## config.mk

```make
export PLATFORM = sky130hd
export DESIGN_NAME = bmp_pixel_extractor_flat
export DESIGN_NICKNAME = d
export VERILOG_FILES = /design/src/rtl/bmp_pixel_extractor_if.sv /design/src/rtl/bmp_pixel_extractor.sv /design/src/flat_wrapper.sv
export SDC_FILE = /design/constraint.sdc
export NUM_CORES = 1
export LEC_CHECK = 0
export BUFFER_PORTS_ARGS = -buffer_cell sky130_fd_sc_hd__buf_2
export CAP_MARGIN = 5
export CORE_ASPECT_RATIO = 1.5
export CORE_UTILIZATION = 30
export DETAILED_ROUTE_END_ITERATION = 7
export PLACE_DENSITY = 0.59
export SLEW_MARGIN = 20
export SYNTH_ARGS = -nofsm -noshare
export SYNTH_HDL_FRONTEND = slang
export SYNTH_SLANG_ARGS = --single-unit
```

## constraint.sdc

```tcl
create_clock -name clk -period 8.2 [get_ports clk]
set_input_delay 0 -clock clk [delete_from_list [all_inputs] [get_ports clk]]
set_output_delay 0 -clock clk [all_outputs]
set_load 0.01 [all_outputs]
```

## src/rtl/bmp_pixel_extractor_if.sv

```systemverilog
// ---------------------------------------------------------------------------
// bmp_pixel_extractor_if
//
// Purpose: groups the data-buffer word stream (file bytes coming in) and the
// pixel stream (pixels going out to the frame writer) of bmp_pixel_extractor.
//
// Signals:
//   DB_WE          data word valid (driven by the word source)
//   DB_write_data  32-bit file word, little-endian, byte n at [8n+7:8n]
//   WordReady      extractor can take a word this cycle
//   PixValid       one-cycle pixel strobe
//   PixR/PixG/PixB pixel colour components
//   PixX/PixY      pixel coordinate, top-left origin
//
// Modports:
//   master  the environment side (word source + pixel sink)
//   slave   the extractor side
// ---------------------------------------------------------------------------
interface bmp_pixel_extractor_if #(
    parameter int COORD_LEN = 12
);
    logic                 DB_WE;
    logic [31:0]          DB_write_data;
    logic                 WordReady;
    logic                 PixValid;
    logic [7:0]           PixR;
    logic [7:0]           PixG;
    logic [7:0]           PixB;
    logic [COORD_LEN-1:0] PixX;
    logic [COORD_LEN-1:0] PixY;

    modport master (
        output DB_WE,
        output DB_write_data,
        input  WordReady,
        input  PixValid,
        input  PixR,
        input  PixG,
        input  PixB,
        input  PixX,
        input  PixY
    );

    modport slave (
        input  DB_WE,
        input  DB_write_data,
        output WordReady,
        output PixValid,
        output PixR,
        output PixG,
        output PixB,
        output PixX,
        output PixY
    );
endinterface

```

## src/rtl/bmp_pixel_extractor.sv

```systemverilog
// ---------------------------------------------------------------------------
// bmp_pixel_extractor
//
// Purpose: after the BMP header has been accepted, re-reads the file from
// byte 0 as 32-bit words, skips to the pixel array, unpacks 24-bit BGR
// pixels, drops the per-row padding and emits one pixel per strobe with its
// X/Y coordinate (rows are stored bottom-up, so the first pixel is at
// (0, Height-1)).
//
// Ports:
//   clk, rst          clock, asynchronous active-high reset
//   ExtractEn         level request: rising edge starts, low aborts/acks
//   PixArrayOffset    byte offset of the pixel array (sampled on start)
//   PixWidth          width in pixels (sampled on start)
//   PixHeight         height in rows, signed (sampled on start)
//   bus               word input / pixel output interface (slave side)
//   ExtractComplite   frame finished successfully (held while ExtractEn)
//   ExtractFail       parameters rejected (held while ExtractEn)
// ---------------------------------------------------------------------------
module bmp_pixel_extractor #(
    parameter int COORD_LEN = 12
) (
    input  logic                 clk,
    input  logic                 rst,
    input  logic                 ExtractEn,
    input  logic [31:0]          PixArrayOffset,
    input  logic [31:0]          PixWidth,
    input  logic [31:0]          PixHeight,
    bmp_pixel_extractor_if.slave bus,
    output logic                 ExtractComplite,
    output logic                 ExtractFail
);

    typedef enum logic [2:0] {
        S_IDLE,
        S_CHECK,
        S_SKIP,
        S_PIXEL,
        S_PAD,
        S_DONE,
        S_FAIL
    } state_t;

    state_t state_reg, state_next;

    // Byte FIFO kept as a 64-bit shift vector: byte k of the FIFO sits at
    // [8k+7:8k]. Bytes at positions >= count are always zero, so a push can
    // simply be OR-ed in above the surviving bytes.
    logic [63:0] fifo_reg, fifo_next;
    logic [3:0]  count_reg, count_next;

    logic        en_prev_reg;
    logic [31:0] offset_reg, offset_next;
    logic [31:0] width_reg, width_next;
    logic [31:0] height_reg, height_next;
    logic [31:0] skip_reg, skip_next;

    logic [COORD_LEN-1:0] x_reg, x_next;
    logic [COORD_LEN-1:0] row_reg, row_next;
    logic [1:0]           pad_cnt_reg, pad_cnt_next;

    logic                 valid_reg, valid_next;
    logic [7:0]           r_reg, r_next;
    logic [7:0]           g_reg, g_next;
    logic [7:0]           b_reg, b_next;
    logic [COORD_LEN-1:0] px_reg, px_next;
    logic [COORD_LEN-1:0] py_reg, py_next;
    logic                 done_reg, done_next;
    logic                 fail_reg, fail_next;

    logic [1:0] pop;
    logic       push_en;
    logic       push;
    logic       flush;
    logic [3:0] base;
    logic       word_ready;
    logic       active;
    logic       bad_params;
    logic [7:0] head [0:2];

    logic [COORD_LEN-1:0] x_last;
    logic [COORD_LEN-1:0] h_last;

    genvar gi;
    generate
        for (gi = 0; gi < 3; gi++) begin : g_head
            assign head[gi] = fifo_reg[8*gi +: 8];
        end
    endgenerate

    assign word_ready = (count_reg <= 4'd4);
    assign active     = state_reg inside {S_CHECK, S_SKIP, S_PIXEL, S_PAD};
    assign x_last     = width_reg[COORD_LEN-1:0] - COORD_LEN'(1);
    assign h_last     = height_reg[COORD_LEN-1:0] - COORD_LEN'(1);

    // Negative height means a top-down bitmap, which is not supported.
    assign bad_params = (width_reg == 32'd0) || (height_reg == 32'd0) ||
                        height_reg[31] ||
                        ((width_reg >> COORD_LEN) != 32'd0) ||
                        ((height_reg >> COORD_LEN) != 32'd0);

    // Next-state and output logic.
    always_comb begin
        state_next   = state_reg;
        offset_next  = offset_reg;
        width_next   = width_reg;
        height_next  = height_reg;
        skip_next    = skip_reg;
        x_next       = x_reg;
        row_next     = row_reg;
        pad_cnt_next = pad_cnt_reg;
        valid_next   = 1'b0;
        r_next       = r_reg;
        g_next       = g_reg;
        b_next       = b_reg;
        px_next      = px_reg;
        py_next      = py_reg;
        done_next    = done_reg;
        fail_next    = fail_reg;
        pop          = 2'd0;
        push_en      = 1'b0;
        flush        = 1'b0;

        if (active && !ExtractEn) begin
            state_next = S_IDLE;
            flush      = 1'b1;
        end else begin
            case (state_reg)
                S_IDLE: begin
                    if (ExtractEn && !en_prev_reg) begin
                        offset_next  = PixArrayOffset;
                        width_next   = PixWidth;
                        height_next  = PixHeight;
                        skip_next    = 32'd0;
                        x_next       = '0;
                        row_next     = '0;
                        pad_cnt_next = 2'd0;
                        flush        = 1'b1;
                        state_next   = S_CHECK;
                    end
                end
                S_CHECK: begin
                    push_en = 1'b1;
                    if (bad_params) begin
                        state_next = S_FAIL;
                        fail_next  = 1'b1;
                        flush      = 1'b1;
                    end else if (offset_reg == 32'd0) begin
                        state_next = S_PIXEL;
                    end else begin
                        state_next = S_SKIP;
                    end
                end
                S_SKIP: begin
                    push_en = 1'b1;
                    if (count_reg != 4'd0) begin
                        pop       = 2'd1;
                        skip_next = skip_reg + 32'd1;
                        if (skip_reg + 32'd1 == offset_reg) begin
                            state_next = S_PIXEL;
                        end
                    end
                end
                S_PIXEL: begin
                    push_en = 1'b1;
                    if (count_reg >= 4'd3) begin
                        pop        = 2'd3;
                        valid_next = 1'b1;
                        b_next     = head[0];
                        g_next     = head[1];
                        r_next     = head[2];
                        px_next    = x_reg;
                        // Rows arrive bottom-up.
                        py_next    = h_last - row_reg;
                        if (x_reg == x_last) begin
                            if (row_reg == h_last) begin
                                // Trailing padding and any further words are dropped.
                                state_next = S_DONE;
                                done_next  = 1'b1;
                                flush      = 1'b1;
                            end else begin
                                x_next   = '0;
                                row_next = row_reg + COORD_LEN'(1);
                                // Row padding equals width mod 4 (3*W rounded up to 4).
                                if (width_reg[1:0] != 2'd0) begin
                                    pad_cnt_next = 2'd0;
                                    state_next   = S_PAD;
                                end
                            end
                        end else begin
                            x_next = x_reg + COORD_LEN'(1);
                        end
                    end
                end
                S_PAD: begin
                    push_en = 1'b1;
                    if (count_reg != 4'd0) begin
                        pop = 2'd1;
                        if (pad_cnt_reg + 2'd1 == width_reg[1:0]) begin
                            state_next = S_PIXEL;
                        end else begin
                            pad_cnt_next = pad_cnt_reg + 2'd1;
                        end
                    end
                end
                S_DONE: begin
                    if (!ExtractEn) begin
                        done_next  = 1'b0;
                        state_next = S_IDLE;
                    end
                end
                S_FAIL: begin
                    if (!ExtractEn) begin
                        fail_next  = 1'b0;
                        state_next = S_IDLE;
                    end
                end
                default: state_next = S_IDLE;
            endcase
        end
    end

    // Byte FIFO update: pop from the front, then append a pushed word just
    // above whatever survived the pop. A push is only possible with
    // count <= 4, so the four new bytes always fit.
    always_comb begin
        base = count_reg - {2'b00, pop};
        push = push_en && !flush && bus.DB_WE && word_ready;
        if (flush) begin
            fifo_next  = 64'd0;
            count_next = 4'd0;
        end else begin
            fifo_next  = fifo_reg >> {pop, 3'b000};
            count_next = base;
            if (push) begin
                fifo_next  = fifo_next | ({32'd0, bus.DB_write_data} << {base, 3'b000});
                count_next = base + 4'd4;
            end
        end
    end

    always_ff @(posedge clk or posedge rst) begin
        if (rst) begin
            state_reg   <= S_IDLE;
            fifo_reg    <= 64'd0;
            count_reg   <= 4'd0;
            en_prev_reg <= 1'b0;
            offset_reg  <= 32'd0;
            width_reg   <= 32'd0;
            height_reg  <= 32'd0;
            skip_reg    <= 32'd0;
            x_reg       <= '0;
            row_reg     <= '0;
            pad_cnt_reg <= 2'd0;
            valid_reg   <= 1'b0;
            r_reg       <= 8'd0;
            g_reg       <= 8'd0;
            b_reg       <= 8'd0;
            px_reg      <= '0;
            py_reg      <= '0;
            done_reg    <= 1'b0;
            fail_reg    <= 1'b0;
        end else begin
            state_reg   <= state_next;
            fifo_reg    <= fifo_next;
            count_reg   <= count_next;
            en_prev_reg <= ExtractEn;
            offset_reg  <= offset_next;
            width_reg   <= width_next;
            height_reg  <= height_next;
            skip_reg    <= skip_next;
            x_reg       <= x_next;
            row_reg     <= row_next;
            pad_cnt_reg <= pad_cnt_next;
            valid_reg   <= valid_next;
            r_reg       <= r_next;
            g_reg       <= g_next;
            b_reg       <= b_next;
            px_reg      <= px_next;
            py_reg      <= py_next;
            done_reg    <= done_next;
            fail_reg    <= fail_next;
        end
    end

    assign bus.WordReady   = word_ready;
    assign bus.PixValid    = valid_reg;
    assign bus.PixR        = r_reg;
    assign bus.PixG        = g_reg;
    assign bus.PixB        = b_reg;
    assign bus.PixX        = px_reg;
    assign bus.PixY        = py_reg;
    assign ExtractComplite = done_reg;
    assign ExtractFail     = fail_reg;

endmodule

```

## src/flat_wrapper.sv

```systemverilog
// flat-port wrapper written by rule: the top's interface ports become plain ports
module bmp_pixel_extractor_flat 
#(
    parameter int COORD_LEN = 12
)
  (clk, rst, ExtractEn, PixArrayOffset, PixWidth, PixHeight, ExtractComplite, ExtractFail, bus_DB_WE, bus_DB_write_data, bus_WordReady, bus_PixValid, bus_PixR, bus_PixG, bus_PixB, bus_PixX, bus_PixY);
  bmp_pixel_extractor_if #(.COORD_LEN(COORD_LEN)) bus_i ();
  input  logic clk;
  input  logic rst;
  input  logic ExtractEn;
  input  logic [31:0] PixArrayOffset;
  input  logic [31:0] PixWidth;
  input  logic [31:0] PixHeight;
  output logic ExtractComplite;
  output logic ExtractFail;
  input wire logic [$bits(bus_i.DB_WE)-1:0] bus_DB_WE;
  input wire logic [$bits(bus_i.DB_write_data)-1:0] bus_DB_write_data;
  output wire logic [$bits(bus_i.WordReady)-1:0] bus_WordReady;
  output wire logic [$bits(bus_i.PixValid)-1:0] bus_PixValid;
  output wire logic [$bits(bus_i.PixR)-1:0] bus_PixR;
  output wire logic [$bits(bus_i.PixG)-1:0] bus_PixG;
  output wire logic [$bits(bus_i.PixB)-1:0] bus_PixB;
  output wire logic [$bits(bus_i.PixX)-1:0] bus_PixX;
  output wire logic [$bits(bus_i.PixY)-1:0] bus_PixY;
  assign bus_i.DB_WE = bus_DB_WE;
  assign bus_i.DB_write_data = bus_DB_write_data;
  assign bus_WordReady = bus_i.WordReady;
  assign bus_PixValid = bus_i.PixValid;
  assign bus_PixR = bus_i.PixR;
  assign bus_PixG = bus_i.PixG;
  assign bus_PixB = bus_i.PixB;
  assign bus_PixX = bus_i.PixX;
  assign bus_PixY = bus_i.PixY;
  bmp_pixel_extractor #(.COORD_LEN(COORD_LEN)) u_core (.clk(clk), .rst(rst), .ExtractEn(ExtractEn), .PixArrayOffset(PixArrayOffset), .PixWidth(PixWidth), .PixHeight(PixHeight), .bus(bus_i), .ExtractComplite(ExtractComplite), .ExtractFail(ExtractFail));
endmodule
```

---- Yosys cells after proc, flatten, opt, wreduce, memory -nomap -nowiden ----
Cells that the tools add are included.
Widths: inputs -> output; s select.
word-level totals
  flip-flop bits (word level) ............. 277
  latch bits .............................. 0
  memory bits (writable) .................. 0
  ROM bits ................................ 0
  bits of input ports ..................... 132
  output and inout port bits .............. 52
  logic and storage cells ................. 165
  memories ................................ 0
cells by class
  $add $sub $neg .......................... 9
  $mul .................................... 0
  div/mod/pow operators ................... 0
  order comparisons ....................... 2
  eq/ne operators ......................... 32
  shifts and indexed selects .............. 2
  mux-type cells .......................... 61
  bitwise logic cells ..................... 2
  reductions and logical operators ........ 38
operator list
  kind                   number
  $mux 64                2
  $logic_not 32->1       3
  $mux 12                7
  $mux 32                2
  $or 64x64->64          1
  $pmux 32 s2            1
  $reduce_bool 32->1     2
  $shl 32x7->64          1
  $shr 64x5->64          1
  $pmux 12 s2            2
  $mux 3                 12
  $add 32x1->32 const B  1
  $eq 32x32->1           1
  $add 12x1->12 const B  2
  $eq 12x12->1           2
  $sub 12x1->12 const B  2
  $ne 3x3->1 const B     7
  $ne 2x2->1 const B     10
  $mux 1                 18
  $mux 2                 9
  $pmux 3 s6             1
  $reduce_and 9->1       2
  $reduce_and 6->1       2
  $sub 12x12->12         1
  31 further kinds       54

---- Longest topological paths before layout ----
Gate-level depths: netlist of the first run.
  depth after elaboration ................. 14
  gate-level depth with buffers ........... 20
  gate-level depth less buffers ........... 14

---- Worst setup path before layout of the first run ----
Ideal clock, no wire load.
  path kind ............................... reg-to-reg
  start ................................... register u_core.count_reg[2]
  end ..................................... register u_core.fifo_reg[10]
  library setup time ...................... 0.072 ns
  data arrival time ....................... 4.202 ns
  required time ........................... 8.128 ns
  path slack .............................. 3.925 ns
  cell stages (with the launch flop) ...... 21
  path buffers ............................ 7
  clock period less this slack ............ 4.275 ns
  cells stage by stage .................... dfrtp_1 -> clkbuf_1 -> nor4_1 -> nor3_1 -> a21oi_1 -> nand2b_1 -> clkbuf_1 -> clkbuf_1 -> buf_2 -> inv_1 -> ha_1 -> inv_1 -> fa_1 -> clkbuf_1 -> inv_1 -> clkbuf_1 -> clkbuf_1 -> nand2_1 -> o22ai_1 -> nor2_1 -> nor2_1
on the way
  cells in the longest elaborated chain, start to end .. 10
  elaborated cells between the ends (all ways) .. 20
  those cells by class .................... add/sub: 1; order compare: 2; shift: 2; mux: 9; bitwise: 1; reduce/logical: 5
ends and longest elaborated chain
  element                                                             line                        text
  start: declaration                                                  bmp_pixel_extractor.sv:50   logic [3:0] count_reg, count_next;
  start signal: assignment                                            bmp_pixel_extractor.sv:266  count_reg <= count_next;
  parallel branches: the longest is 9 deep, another holds $ge 4x2->1  -
  $mux 64 *                                                           bmp_pixel_extractor.sv:229  if (flush) begin
  net u_core.fifo_next[10]                                            bmp_pixel_extractor.sv:49   logic [63:0] fifo_reg, fifo_next;
  end signal: assignment                                              bmp_pixel_extractor.sv:265  fifo_reg <= fifo_next;
  end: declaration                                                    bmp_pixel_extractor.sv:49
Mark *: on every way through the listed nets, which the timed path passes.
A chain may end at the register's enable or synchronous reset.

---- Worst setup path after layout of the first run ----
  start ................................... register u_core.state_reg[2]
  end ..................................... register u_core.fifo_reg[52]
on the way
  cells in the longest elaborated chain, start to end .. 10
  elaborated cells between the ends (all ways) .. 25
  those cells by class .................... add/sub: 1; eq/ne: 4; shift: 2; mux: 8; bitwise: 1; reduce/logical: 9
ends and longest elaborated chain
  element                                                              line                        text
  start: declaration                                                   bmp_pixel_extractor.sv:44   state_t state_reg, state_next;
  start signal: assignment                                             bmp_pixel_extractor.sv:264  state_reg <= state_next;
  parallel branches: the longest is 9 deep, another holds $sub 4x2->4  -
  $mux 64 *                                                            bmp_pixel_extractor.sv:229
  net u_core.fifo_next[52]                                             bmp_pixel_extractor.sv:49
Marked as above.

==> run metrics, run 1 <==
run status=finished clean; most common cell after layout, fill and taps aside=nand2_1; Final ANT Viol Nets=0; fmax=180 MHz; clock root buffer=clkbuf_16; first drt pass iteration count=5; # rows=103; DP HPWL=34,200 um; Max FO, Critical Path=between 80 and 90; hold slack=18.5 ps; PortBufs=183; RSZ-0062 raised after global routing=no; Min-Delay Path Class=input pin to async pin; mapped cell area=15,900 um2; Synthesized Nets=2,049; DRC errors left=0; Initial DRC Count=1,057; Post-CTS Setup Repair Bufs=0; pwr/cell area=around 310 nW/um2; I/O Pins=approximately 180; Yosys top cell by area=dfrtp_1; CP arrival=just over 6000 ps; Worst setup EP type=register; Avg Cell Area, Syn=roughly 8.4 um2; Async SR Flop Fraction=100%; area delta synth->final=23.0%; WP data required=about 8700 ps; H-tree depth=1; Total GRT Usage=18.2%; YS warnings=0; worst-case clock buffer depth=3; Worst Tran Pin Value=1160 ps; count of pins over their slew limit=0; initial core utilization=30.3%; leakage=9.49 nW; CTS resizes=0; die span in x=190 um; CORE AREA=52,500 um2; first-pass GRT wire length=79,200 um; Largest delay share family, worst path=simple AND/OR/NAND/NOR gates; slowest CP cell=nor3_1; clock-pin slew on the worst setup and hold paths=~70 ps; crit-path cells=nor2_1, and3_4, inv_2, buf_4, fa_1, xor2_1, nand2_1, nor3_1, a22oi_1, o22a_1, nor2_1; most frequent cells in the layout=489 x nand2_1, 277 x dfrtp_1, 191 x nor2_1; Setup Skew=12.8 ps; CP Class=register to register; cells after synthesis=1,897; fin nets=2,273; vias=14,721; Die H=284 um; count of final hold-check violations=0; most used cell along the critical path=nor2_1; gr ovfl total=0; fin crit period=5560 ps; die area=54,000 um2; Max-Cap Viols=0; layout cell share with drive strength beyond 1=between 10% and 20%; CP max stage delay=between 900 and 1000 ps; multi-input logic area=8360 um2; routed len/inst=around 18 um; initial antenna violation count=2; final setup vio count=0; fillers=5,302; TritonCTS clock tree=yes; Via density=5.21; drt total wl=49,500 um; Max-Slew Margin vs Limit=~22%; Buf/Inv on CP=2; largest net degree at the start of global routing=between 100 and 150; CTS sink cnt=277; register area=~7000 um2; placer congestion estimate=0.884; fin crit share=67.8%; Worst setup SP type=register; top cells by area, synth=dfrtp_1 44%, nand2_1 12%, mux2i_1 5.2%, nor2_1 4.5%, o21ai_0 3.2%; CTS buffer count=29; max reg flops=between 60 and 70; setup_tns=0 ps; worst skew pair latency=~570 ps; peak supply drop=267 uV; Seq cells post-synth=277; vias in the first global route=14,738; Yosys top cell area share=a little over two fifths; synth unique cells=73; EDFF count, synth=0; top_reg_cell synth=dfrtp_1; post-synthesis sequential area ratio=between 40% and 50%
-- tightest hold or removal path, cell delays in order --
cell and delay [ps]:
dlygate4sd3_1 550, buf_2 160, inv_8 290
-- timing repair --
action	4_1_cts	5_1_grt
hold endpoints to repair	273	0
hold buffers	118	0
endpoints found under the setup margin	0	0
-- final timing paths --
| kind | start | to | slack (ps) | cells past startpoint |
|---|---|---|---|---|
| min | rst | u_core.height_reg[22] | 20 | 3 |
| max | u_core.state_reg[2] | u_core.fifo_reg[52] | 2640 | 11 |
| min in group clk | bus_DB_write_data[12] | u_core.fifo_reg[12] | 30 | 5 |
| max in group asynchronous | rst | u_core.bus.PixX[7] | 6430 | 5 |
| min reg2reg | u_core.fifo_reg[3] | u_core.bus.PixB[3] | 470 | 2 |
| max reg2reg | u_core.state_reg[2] | u_core.fifo_reg[52] | 2640 | 11 |
-- report_power, final --
group	internal [mW]	leakage, nW	total, mW	switching [mW]
sequential	1.76	3.70	2.18	0.420
clock	0.828	0.488	1.40	0.572
combinational	1.02	5.30	2.57	1.55
-- Yosys cell counts (18+ instances only) --
master / number
a21oi_1: 44
a221oi_1: 33
a22oi_1: 19
a31oi_1: 19
clkbuf_1: 109
dfrtp_1: 277
ha_1: 18
inv_1: 41
mux2i_1: 82
nand2_1: 489
nand3_1: 37
nand4_1: 39
nor2_1: 192
nor3_1: 27
nor4_1: 30
o21ai_0: 102
xnor2_1: 40
xor2_1: 41
-- area by class of cell --
cell class,instances,share of cell area (%)
clock inverters,11,0.825
inverters,42,0.844
flip-flops and latches,277,35.4
well taps,682,4.36
repair buffers,319,11.5
multi-input cells,1452,42.7
diodes,2,0.0256
clock buffers,41,4.25
-- through the flow --
step	cells	total power, mW	instance area [um2]	utilization [%]	worst slack (ps)
after detailed placement	2653	4.70	17300	33.1	2740
after floorplan	1897	3.94	15900	-	563
final	2826	6.15	19600	37.3	2640
after global routing	2826	6.58	19600	37.3	2300
after global placement	2653	4.66	17300	33.1	2910
after CTS	2823	6.18	19500	37.2	2720
-- cells by family (layout without fill, tap and decap cells) --
family                     after synthesis  in the layout  synth area share, %
buffers and inverters                  168            413                 4.11
DFF                                    277            277                 43.6
muxes                                   99             99                 6.36
AOI/OAI and AO/OA                      349            349                 15.0
xor gates and xnor gates                81             81                 4.46
other                                    0              2                    0
adders and majority gates               20             20                 1.67
and+or+nand+nor                        903            903                 24.8
-- metal layers --
metal  part of all wire (%)  global-route usage, %
met5                      0                      0
met4                    3.3                   6.57
met3                    4.3                   2.23
met2                     51                   32.6
met1                     41                   22.0
Power figures use the tool's default switching activity.
==> run 2: changes to the inputs <==
ABC_AREA = 1   (was default)
clock period = 4.9 ns   (was 8.2 ns; I/O delays follow)
==> run 2 against run 1 <==
Effect of this change:
- clock power up 100%
- non-clock buffer count increased by 2
- total power is 88% higher
- via count rose by 7.0%
- worst setup slack lost 1700 ps
- register-to-register slack lost 1700 ps
- cell count rose by 14%
- area after synthesis is 2.3% higher
- critical path depth increased by 3
- die area is 2.3% higher
- hold slack better by 11 ps
- largest power group unchanged
==> run metrics, run 2 <==
Avg Cell Area, Syn=between 7 and 8 um2; min setup slack post-route=919 ps; TritonCTS clock tree=yes; pwr/cell area=roughly 570 nW/um2; max reg flops=64; area delta synth->final=24.1%; crit-path cells=inv_1, ha_1, inv_1, nor4_1, xor2_1, ha_1, nand2_1, or4_1, nor3_2, nand4_1, nand3_2, inv_2, nand3_1, o21ai_0; Async SR Flop Fraction=100%; top_reg_cell synth=dfrtp_1; Max-Slew Margin vs Limit=37.4%; slowest CP cell=nand3_2; placed insts=3,038; setup_tns=0 ps; Die H=287 um; fin crit period=3980 ps; Worst Tran Pin Value=939 ps; count of pins over their slew limit=0; Worst setup EP type=register; CTS buffer count=35; drt total wl=50,600 um; cells after synthesis=between 2,000 and 2,500; dpl ws=896 ps; I/O Pins=184; # rows=104; post-synthesis sequential area ratio=42.6%; CP Class=register to register; CTS sink cnt=~280; worst-case clock buffer depth=3; peak supply drop=333 uV; largest net degree at the start of global routing=104; Total GRT Usage=about 18%; placer congestion estimate=0.897; initial antenna violation count=1; YS warnings=0; die area=55,200 um2; fin nets=2,656; WP data required=5300 ps; CP max stage delay=between 500 and 600 ps; clock-pin slew on the worst setup and hold paths=approximately 60 ps; routed len/inst=approximately 16 um; most numerous cell in the Yosys netlist=nand2_1; synth unique cells=55; Max FO, Critical Path=29; Setup Skew=roughly 21 ps; leakage=9.60 nW; CORE AREA=53,600 um2; Final ANT Viol Nets=0; Yosys top cell area share=42.6%; run status=finished clean; H-tree depth=2; worst skew pair latency=540 ps; CTS resizes=0; R2R setup slack=920 ps; vias in the first global route=15,970; gr ovfl total=0; top cells by area, synth=dfrtp_1 43%, nand2_1 18%, nand3_1 5.3%, o21ai_0 4.8%, inv_1 4.0%; most frequent cells in the layout=793 x nand2_1, 277 x dfrtp_1, 183 x buf_2; Yosys top cell by area=dfrtp_1; fillers=5,614; RSZ-0062 raised after global routing=no; die span in x=192 um; Synthesized Nets=2,402; Min-Delay Path Class=input pin to register; first drt pass iteration count=5; initial core utilization=30.4%; mapped cell area=between 15,000 and 20,000 um2; DRC errors left=0; Worst setup SP type=register; total power=11.5 mW; PortBufs=183; Max-Cap Viols=0; fin crit share=81.2%; commonest cells in the netlist=794 x nand2_1, 277 x dfrtp_1, 174 x inv_1; EDFF count, synth=0; first-pass GRT wire length=80,800 um; clock root buffer=clkbuf_16; layout cell share with drive strength beyond 1=a little over an eighth; vias=15,746; Initial DRC Count=1,018; fmax=251 MHz; most common cell after layout, fill and taps aside=nand2_1; final std cells w/o fill=approximately 3,200; CP arrival=4380 ps; count of final hold-check violations=0; final setup vio count=0; DP HPWL=35,700 um; Via density=4.89; Seq cells post-synth=between 200 and 300
run 2: cells by family after synthesis:
group           synth area share [%]
simple gates                    32.3
compound gates                  12.3
buf+inv                         7.24
flops                           42.6
xor+xnor                        3.46
fa+ha+maj                       1.63
mux                            0.492
run 2: path summary, 6_finish.rpt:
| path | from | endpoint | cells past startpoint |
|---|---|---|---|
| min reg2reg | u_core.bus.PixB[5] | u_core.bus.PixB[5] | 2 |
| max | u_core.height_reg[0] | u_core.fifo_reg[43] | 14 |
| min | bus_DB_write_data[13] | u_core.fifo_reg[13] | 5 |
| max in group asynchronous | rst | u_core.height_reg[24] | 4 |
| min in group asynchronous | rst | u_core.bus.PixX[5] | 3 |
| max reg2reg | u_core.height_reg[0] | u_core.fifo_reg[43] | 14 |
run 2: timing repair:
item,CTS,global route
hold endpoints to repair,147,0
buffers inserted,0,0
setup endpoints to repair,0,0
hold buffers,118,0
run 2: per-stage QoR:
step                      cell area, um2  util (%)  hold WS (ps)
after floorplan                    16300         -          31.4
after global placement             17800      33.2           104
after detailed placement           17800      33.2           109
after CTS                          20200      37.7          2.86
after global routing               20200      37.7          49.0
final                              20200      37.7          29.2
run 2: power by group:
part / switching [mW] / leakage, nW / total (mW) / internal (mW)
registers: 0.535 / 3.65 / 3.54 / 3.01
logic: 3.47 / 5.33 / 5.21 / 1.74
clock network: 1.04 / 0.614 / 2.80 / 1.77
total: 5.04 / 9.60 / 11.5 / 6.51
run 2: final cells by class:
cell class / instances / area, um2 / area share (%)
antenna: 1 / 2.50 / 0.0124
clock buffer: 47 / 1010 / 5.02
clock inverter: 15 / 228 / 1.13
inverter: 192 / 729 / 3.61
multi-input combinational: 1677 / 8180 / 40.5
sequential: 277 / 6930 / 34.3
tap: 689 / 862 / 4.27
timing repair buffer: 321 / 2260 / 11.2
run 2: worst max-delay path: cells and delay by family (launching register included):
family          cells  cell delay [ps]
buf+inv             3              500
flops               1              380
fa+ha+maj           2              620
xor+xnor            1              150
compound gates      1               90
simple gates        7             2090
run 2: routing by layer:
metal | GRT usage [%] | routed length (um) | vias up
li1 | - | - | 7853
met1 | 20.2 | 19500 | 7295
met2 | 33.9 | 26300 | 479
met3 | 3.15 | 2530 | 119
met4 | 8.54 | 2210 | 0
met5 | 0 | 0 | -
==> run 3: changes to the inputs <==
ABC_AREA = 0   (was 1)
PLACE_DENSITY = 0.58   (was 0.59)
clock period = 3.8 ns   (was 4.9 ns; I/O delays follow)
==> run 3 against run 2 <==
Effect of this change:
- worst setup slack worse by 760 ps
- maximum frequency grew 9.4%
- register-to-register slack worse by 760 ps
- clock skew fell by 7.5 ps
- sequential cell count did not move
- final area shrank 1.6%
- first-iteration DRC count increased by 7.4%
- total power grew 16%
- hold slack got worse by 5.4 ps
- global-route usage is 0.054 points higher
- clock-buffer cell count is 6 lower
- critical path depth down 3
- largest cell class unchanged
==> run metrics, run 3 (same netlist as run 1, synthesis figures left out) <==
clock root buffer=clkbuf_16; Hold Startpoint=bus_DB_write_data[23]; dpl ws=188 ps; DP HPWL=about 35,000 um; # rows=103; Die H=284 um; R2R setup slack=160 ps; worst hold stages=6; die area=54,000 um2; final setup vio count=0; max reg flops=64; min setup slack post-route=~160 ps; first drt pass iteration count=8; worst-case clock buffer depth=3; Worst Tran Pin Value=approximately 960 ps; multi-input logic area=about 8400 um2; total power=13.4 mW; leakage=9.68 nW; H-tree depth=1; count of pins over their slew limit=0; CP max stage delay=500 ps; worst skew pair latency=580 ps; ANT cells=0; clock-pin slew on the worst setup and hold paths=70 ps; r2r endpoint=u_core.row_reg[3]; PortBufs=183; first-pass GRT wire length=80,500 um; run status=finished clean; initial core utilization=30.3%; initial antenna violation count=1; TritonCTS clock tree=yes; vias=about 15,000; drt total wl=50,200 um; Reg2Reg Depth=11; fin nets=~2,300; peak supply drop=~450 uV; CORE AREA=roughly 52,000 um2; Max-Slew Margin vs Limit=36.3%; pwr/cell area=~670 nW/um2; setup_tns=0 ps; die span in x=~190 um; Final ANT Viol Nets=0; gr ovfl total=0; RR Startpoint=u_core.width_reg[0]; CTS resizes=0; vias in the first global route=15,010; DRC errors left=0; Setup Skew=between 10 and 15 ps; CTS buffer count=29; placer congestion estimate=between 0.8 and 0.9; Worst setup SP type=register; WP data required=4300 ps; layout cell share with drive strength beyond 1=between 10% and 20%; Via density=5.21; fin crit share=~96%; most frequent cells in the layout=489 x nand2_1, 277 x dfrtp_1, 191 x nor2_1; slowest CP cell=or4b_4; count of final hold-check violations=0; register area=6930 um2; CP Class=register to register; Max FO, Critical Path=7; Min-Delay Path Class=input pin to register; CP arrival=just over 4000 ps; most common cell after layout, fill and taps aside=nand2_1; fmax=275 MHz; I/O Pins=184; routed len/inst=17.5 um; worst hold endpoint=u_core.fifo_reg[39]; Total GRT Usage=18.5%; area delta synth->final=24.9%; largest net degree at the start of global routing=116; CTS sink cnt=277; Max-Cap Viols=0; crit-path cells=inv_1, ha_1, or4b_4, or2_0, or4b_4, a211oi_2, nand4_1, or3_4, clkbuf_2, a21oi_1, mux2i_1; most used cell along the critical path=or4b_4; fin crit period=between 3000 and 4000 ps; fillers=between 5,000 and 6,000; Initial DRC Count=1,093; Worst setup EP type=register
==> run 3: worst max path at each step <==
stage                   startpoint                   to  slack [ps]  cells past startpoint
6_report       u_core.width_reg[0]    u_core.row_reg[3]         160                     11
3_5_place_dp   u_core.width_reg[0]    u_core.row_reg[1]         190                     11
5_1_grt        u_core.width_reg[0]    u_core.row_reg[7]        -0.6                     11
2_1_floorplan  u_core.count_reg[2]  u_core.fifo_reg[28]          10                     17
3_3_place_gp   u_core.width_reg[0]    u_core.row_reg[1]         260                     11
4_1_cts        u_core.width_reg[0]    u_core.row_reg[1]         160                     11
==> run 3: timing repair <==
action                                  CTS  global route
endpoints found under the setup margin    0             1
setup buffers                             0             4
hold buffers                            121             0
endpoints found under the hold margin   412             0
==> run 3: worst max-delay path: cells and delay by family, from the launching register on <==
| family | cells | cell delay (ps) |
|---|---|---|
| fa+ha+maj | 1 | 160 |
| buf+inv | 2 | 290 |
| simple gates | 5 | 1940 |
| flops | 1 | 450 |
| compound gates | 2 | 520 |
| mux | 1 | 210 |
==> run 3: layout make-up <==
class / count / area share [%]
multi-input cells: 1452 / 42.1
flip-flops and latches: 277 / 34.9
repair buffers: 362 / 13.1
well taps: 682 / 4.29
clock buffers: 41 / 4.23
inverters: 42 / 0.812
clock inverters: 11 / 0.598
==> run 3: routing by layer <==
metal	vias to the layer above	global-route usage, %	part of all wire, %
met5	-	0	0.022
met4	2	6.67	3.3
met3	97	2.58	4.7
met2	441	33.3	51
met1	7262	22.0	41
li1	7145	-	-
==> run 3: power breakdown <==
group          leakage (nW)  internal, mW  switching, mW
clock network         0.474          1.67           1.26
logic                  5.51          2.38           3.44
registers              3.70          3.80          0.823
total                  9.68          7.85           5.52
==> run 3: metrics by stage <==
| step | area [um2] | hold slack [ps] | std cells | util, % |
|---|---|---|---|---|
| floorplan | 15900 | 31.4 | 1897 | - |
| global placement | 17700 | -95.3 | 2690 | 33.7 |
| detailed placement | 17700 | -98.7 | 2690 | 33.7 |
| CTS | 19800 | 7.45 | 2863 | 37.8 |
| global route | 19900 | 43.2 | 2867 | 37.9 |
| finish | 19900 | 23.7 | 2867 | 37.9 |
